$ cat src/rtl/imm_gen_pipe.sv
// Immediate generator with target adder behind a 2-entry in-order skid buffer.
// Decode and add happen at accept; every output comes straight from a register.
module imm_gen_pipe #(
  parameter int XLEN = 32
) (
  input  logic            clk,
  input  logic            rst_n,
  input  logic            in_valid,
  output logic            in_ready,
  input  logic [XLEN-1:0] in_pc,
  input  logic [31:0]     in_ins,
  input  logic [2:0]      in_sel,
  input  logic            flush,
  output logic            out_valid,
  input  logic            out_ready,
  output logic [XLEN-1:0] out_imm,
  output logic [XLEN-1:0] out_tgt,
  output logic [2:0]      out_sel,
  output logic            out_err
);

  if (XLEN != 32 && XLEN != 64) begin : g_xlen_chk
    $error("imm_gen_pipe: XLEN must be 32 or 64");
  end

  logic [1:0]      r_cnt;
  logic            r_in_ready;
  logic            r_out_valid;
  logic [XLEN-1:0] r_out_imm;
  logic [XLEN-1:0] r_out_tgt;
  logic [2:0]      r_out_sel;
  logic            r_out_err;
  logic [XLEN-1:0] r_sk_imm;
  logic [XLEN-1:0] r_sk_tgt;
  logic [2:0]      r_sk_sel;
  logic            r_sk_err;

  logic [31:0]     w_raw;
  logic            w_sext;
  logic            w_err;
  logic [XLEN-1:0] w_imm;
  logic [XLEN-1:0] w_tgt;
  logic            w_acc;
  logic            w_pop;
  logic [1:0]      w_cnt_nxt;
  logic            w_unused_ok;

  // Opcode bits play no part in immediate extraction.
  assign w_unused_ok = &{1'b0, in_ins[6:0]};

  always_comb begin
    w_raw  = '0;
    w_sext = 1'b1;
    w_err  = 1'b0;
    case (in_sel)
      3'b000: w_raw = {{20{in_ins[31]}}, in_ins[31:20]};
      3'b001: w_raw = {{20{in_ins[31]}}, in_ins[31:25], in_ins[11:7]};
      3'b010: w_raw = {{19{in_ins[31]}}, in_ins[31], in_ins[7], in_ins[30:25],
                       in_ins[11:8], 1'b0};
      3'b011: w_raw = {in_ins[31:12], 12'b0};
      3'b100: w_raw = {{11{in_ins[31]}}, in_ins[31], in_ins[19:12], in_ins[20],
                       in_ins[30:21], 1'b0};
      3'b101: begin
        w_sext = 1'b0;
        w_raw  = {27'b0, in_ins[19:15]};
      end
      3'b110: begin
        w_sext = 1'b0;
        w_raw  = (XLEN == 64) ? {26'b0, in_ins[25:20]} : {27'b0, in_ins[24:20]};
      end
      default: w_err = 1'b1;
    endcase
  end

  // The 32-bit raw value is already sign-correct; widen it for XLEN=64.
  assign w_imm = w_sext ? XLEN'($signed(w_raw)) : XLEN'(w_raw);
  assign w_tgt = in_pc + w_imm;

  assign w_acc = in_valid && r_in_ready;
  assign w_pop = r_out_valid && out_ready;

  always_comb begin
    w_cnt_nxt = r_cnt;
    if (w_acc && !w_pop)
      w_cnt_nxt = r_cnt + 2'd1;
    else if (!w_acc && w_pop)
      w_cnt_nxt = r_cnt - 2'd1;
  end

  always_ff @(posedge clk or negedge rst_n) begin
    if (!rst_n) begin
      r_cnt       <= '0;
      r_in_ready  <= 1'b0;
      r_out_valid <= 1'b0;
      r_out_imm   <= '0;
      r_out_tgt   <= '0;
      r_out_sel   <= '0;
      r_out_err   <= 1'b0;
      r_sk_imm    <= '0;
      r_sk_tgt    <= '0;
      r_sk_sel    <= '0;
      r_sk_err    <= 1'b0;
    end else if (flush) begin
      r_cnt       <= '0;
      r_out_valid <= 1'b0;
      r_in_ready  <= 1'b1;
    end else begin
      r_cnt       <= w_cnt_nxt;
      r_out_valid <= (w_cnt_nxt != 2'd0);
      r_in_ready  <= (w_cnt_nxt < 2'd2);
      // Output slot is the FIFO head; skid slot only holds the second entry.
      case (r_cnt)
        2'd0: begin
          if (w_acc) begin
            r_out_imm <= w_imm;
            r_out_tgt <= w_tgt;
            r_out_sel <= in_sel;
            r_out_err <= w_err;
          end
        end
        2'd1: begin
          if (w_acc && w_pop) begin
            r_out_imm <= w_imm;
            r_out_tgt <= w_tgt;
            r_out_sel <= in_sel;
            r_out_err <= w_err;
          end else if (w_acc) begin
            r_sk_imm <= w_imm;
            r_sk_tgt <= w_tgt;
            r_sk_sel <= in_sel;
            r_sk_err <= w_err;
          end
        end
        default: begin
          if (w_pop) begin
            r_out_imm <= r_sk_imm;
            r_out_tgt <= r_sk_tgt;
            r_out_sel <= r_sk_sel;
            r_out_err <= r_sk_err;
          end
        end
      endcase
    end
  end

  assign in_ready  = r_in_ready;
  assign out_valid = r_out_valid;
  assign out_imm   = r_out_imm;
  assign out_tgt   = r_out_tgt;
  assign out_sel   = r_out_sel;
  assign out_err   = r_out_err;

endmodule
$ cat config.mk
export PLATFORM = sky130hd
export DESIGN_NAME = imm_gen_pipe
export DESIGN_NICKNAME = d
export VERILOG_FILES = /design/src/rtl/imm_gen_pipe.sv
export SDC_FILE = /design/constraint.sdc
export NUM_CORES = 1
export LEC_CHECK = 0
export ABC_CLOCK_PERIOD_IN_PS = 2100
export BUFFER_PORTS_ARGS = -buffer_cell sky130_fd_sc_hd__buf_2
export CORE_MARGIN = 8
export CORE_UTILIZATION = 47
export DETAILED_ROUTE_END_ITERATION = 8
export GPL_ROUTABILITY_DRIVEN = 0
export GPL_TIMING_DRIVEN = 1
export PLACE_DENSITY = 0.72
export SYNTH_ARGS = -nofsm -noshare
export SYNTH_HDL_FRONTEND = slang
export SYNTH_SLANG_ARGS = --single-unit
export TNS_END_PERCENT = 5
$ cat constraint.sdc
create_clock -name clk -period 2.1 [get_ports clk]
set_clock_uncertainty 0.05 [all_clocks]
set_input_delay 0.315 -clock clk [delete_from_list [all_inputs] [get_ports clk]]
set_output_delay 0.315 -clock clk [all_outputs]
set_load 0.02 [all_outputs]
==> impl_metrics.ini <==
[clock_network]
clk_transition_reported_paths_ns = 0.06
ctsRootBufferMaster = sky130_fd_sc_hd__clkbuf_16
cts_inserted_buffers = 17
max_h_tree_level = 4
cts_max_path_buffers = 2
cts.sink_count = 140
clock_tree_from_tritoncts = built
clkLatencyLatePin_ns = 0.42

[grt]
first_pass_grt_wire_length_mm = 40.1
largest_net_degree_at_the_start_of_global_routing = 75
first_global_vias = 7829
grt_resource_usage_total_pct = 23.1
grt_overflow = 0
initial_antenna_violation_count = 0

[worst_setup_path]
critPathArrivalTime_ns = 3.33
cp-start-kind = primary input
setup.reg_to_reg.worst_slack_ns = -0.04
worst-path-max-fanout = 5
worstPathRequired_ns = 2.37
regToRegEndpoint = out_imm[19]
r2r_start = r_cnt[1]
path_class = primary input to register
reg2reg_depth = 8
cp-end-kind = register
setup.worst_path.start = in_sel[0]

[pwr]
power.share.clock_pct = 22.3
power_frac_seq_pct = 33.0
combinationalPowerShare_pct = 44.8
vdd_ir_drop_max_uv = 1150
switching_share_pct = 40.7
power.switching_w = 0.00560
total_leakage_power_nw = 5.70
internal-power_w = 0.00817
power.density_cell_area_nw_per_um2 = 1230

[route]
route.detailed.wl_per_inst_um = 17.0
num_vias = 8109
drt-pass1-iter-count = 5
totalWireLength_mm = 25.6
detail_route.drc_violations = 0
drt_via_density = 5.40
drt.antenna.violating_nets = 0
detail_route.iter0.violations = 742

[synth]
synthesis.nets = 1108
synth_warnings = 0
yosys_register_bits = 140
synth_top_area_cell = sky130_fd_sc_hd__dfrtp_1
synth.top_cell.area_share_pct = 43.6
postSynthCellCount = 1002
synthFlopType = sky130_fd_sc_hd__dfrtp_1
number_of_distinct_library_cell_variants_in_the_gate_level_netlist_after_synthesis = 57
syn_area_sq_um = 8030
synth_edf_count = 0
avgSynthCellArea_sq_um = 8.02
synth.yosys.seq_area_share_pct = 43.6
synth_area_leaders = sky130_fd_sc_hd__dfrtp_1 (44%), sky130_fd_sc_hd__nand2_1 (11%), sky130_fd_sc_hd__o21ai_0 (6.4%)
synthArstFlopShare_pct = 100

[floorplanning]
die-area_sq_um = 21500
floorplan.die.width_um = 147
design.core.area_sq_um = 17000
ioPinCount = 142
initial_cell_density_of_the_core_pct = 47.3
dieHeight_um = 147
num_rows = 48

[sta]
slew-limit-headroom_pct = 60.5
slew_violations = 0
final.min_clock_period_ns = 3.06
rsz0062_at_grt = yes
hold_violations = 0
layout_setup_ws_ns = -0.963
fin_setup_tns_ns = -33.93
setup-violations-final = 63
clock.fmax_ghz = 0.326
period_share_pct = 146
worst-slew-pin-transition_ns = 0.591

[hold_path]
timing.hold.worst_path_depth = 2
hold_path.startpoint = flush
worstHoldEndpoint = out_valid
timing.hold.worst.class = primary input to register

[finish]
area_growth_syn_to_layout_pct = 39.3
fin_area_sq_um = 11200
fillers = 1381
num_antenna_cells = 0
ratio_of_cells_with_drive_above_1_in_the_final_layout_pct = 32.1
finalNetCount = 1373

[placement]
pre_cts_ws_ns = -1.58
dpl-instance-area_sq_um = 10100
detailed_place_hpwl_mm = 18.5
port_buffers = 134

[flow_run]
maxCapViolCount = 0

[status]
failed_checks = setup timing
run_status = finished, violations left
## critical path, stage by stage
cell and delay [ns]:
sky130_fd_sc_hd__bufbuf_16 0.24, sky130_fd_sc_hd__and2_2 0.24, sky130_fd_sc_hd__nand2_1 0.09, sky130_fd_sc_hd__a21oi_1 0.07, sky130_fd_sc_hd__nor2_2 0.16, sky130_fd_sc_hd__inv_1 0.09
sky130_fd_sc_hd__ha_1 0.31, sky130_fd_sc_hd__and4_4 0.24, sky130_fd_sc_hd__nor3b_4 0.23, sky130_fd_sc_hd__o2bb2ai_2 0.14, sky130_fd_sc_hd__a211oi_2 0.06, sky130_fd_sc_hd__a21o_2 0.27
sky130_fd_sc_hd__a311oi_4 0.33, sky130_fd_sc_hd__a221oi_2 0.11, sky130_fd_sc_hd__xor2_1 0.17, sky130_fd_sc_hd__a311oi_1 0.27
## cells by family after synthesis
| group | after synthesis | share of synthesized area (%) |
|---|---|---|
| multiplexers | 5 | 0.623 |
| XOR/XNOR | 33 | 3.60 |
| adder cells (fa/ha/maj) | 34 | 5.39 |
| AND/OR/NAND/NOR | 399 | 20.8 |
| flip-flops | 140 | 43.6 |
| buffers and inverters | 105 | 5.00 |
| AO/OA/AOI/OAI | 286 | 21.0 |
## final cells by class
class | instances | area (sq um) | area share (%)
clock buffer | 19 | 453 | 4.05
sequential | 140 | 3500 | 31.3
clock inverter | 11 | 145 | 1.30
tap | 225 | 282 | 2.52
multi-input combinational | 758 | 4480 | 40.1
timing repair buffer | 308 | 2170 | 19.4
inverter | 42 | 158 | 1.41
## repair_timing
item,in CTS,in global routing
hold buffers,1,0
gates resized for setup,50,34
hold endpoints to repair,36,0
cloned,1,1
endpoints found under the setup margin,94,97
setup buffers,11,3
pin swaps,30,28
## power by group through the flow
| stage | sequential, W | combinational (W) | clock [W] |
|---|---|---|---|
| floorplan | 0.00521 | 0.00295 | 0 |
| global placement | 0.00452 | 0.00581 | 0 |
| detailed placement | 0.00457 | 0.00591 | 0 |
| CTS | 0.00454 | 0.00611 | 0.00310 |
| global route | 0.00468 | 0.00679 | 0.00322 |
| finish | 0.00454 | 0.00617 | 0.00307 |
## flip-flops by register name, summed over array words and instances, names as in the netlist
signal / flops
out_imm: 32
r_sk_imm: 32
in_ready: 1
out_tgt: 32
r_cnt: 2
out_err: 1
out_sel: 3
out_valid: 1
r_sk_tgt: 32
r_sk_err: 1
r_sk_sel: 3
## Yosys cell counts (15+ instances only)
| cell | n |
|---|---|
| sky130_fd_sc_hd__xor2_1 | 15 |
| sky130_fd_sc_hd__ha_1 | 33 |
| sky130_fd_sc_hd__xnor2_1 | 18 |
| sky130_fd_sc_hd__a31oi_1 | 25 |
| sky130_fd_sc_hd__clkbuf_1 | 54 |
| sky130_fd_sc_hd__o21ai_0 | 102 |
| sky130_fd_sc_hd__inv_1 | 42 |
| sky130_fd_sc_hd__dfrtp_1 | 140 |
| sky130_fd_sc_hd__nand2_1 | 246 |
| sky130_fd_sc_hd__a21oi_1 | 101 |
| sky130_fd_sc_hd__a21o_1 | 18 |
| sky130_fd_sc_hd__nor2_1 | 83 |
## stage by stage
stage	std cells	util (%)	total power, W	hold WS [ns]
3_5_place_dp	1456	59.6	0.0105	0.200
3_3_place_gp	1456	59.6	0.0103	0.202
4_1_cts	1499	65.0	0.0137	0.0791
5_1_grt	1503	65.8	0.0147	0.0886
6_report	1503	65.8	0.0138	0.0887
2_1_floorplan	1002	-	0.00816	-0.0306
## worst max-delay path by stage
stage / to / depth (start not counted)
2_1_floorplan: out_tgt[31] / 18
3_3_place_gp: out_tgt[29] / 17
3_5_place_dp: out_tgt[31] / 16
4_1_cts: out_tgt[29] / 17
5_1_grt: out_tgt[13] / 19
6_report: out_tgt[29] / 16
## layer usage
layer	track usage [%]	vias to the layer above	routed length (um)
li1	-	3926	-
met5	0	-	0
met3	4.77	53	1320
met1	28.9	3846	10800
met4	10.4	0	933
met2	37.7	284	12500
## cell usage in the layout (no fill, tap or decap), drive strengths merged, types with 4 or more instances in the layout
master	synthesis	layout
buf	9	306
ha	33	33
and2	7	8
nor2	83	83
inv	42	42
nand2	246	246
o21a	5	5
a31oi	25	25
clkbuf	54	19
nand3	11	11
and3	10	10
nor2b	11	11
a222oi	4	4
a21o	20	20
nand4	8	8
xor2	15	15
dfrtp	140	140
nor3	9	9
o21ai	104	104
a21oi	101	101
xnor2	18	18
clkinv	0	5
mux2i	5	5
Note: power is estimated with default switching activity, not from simulation.
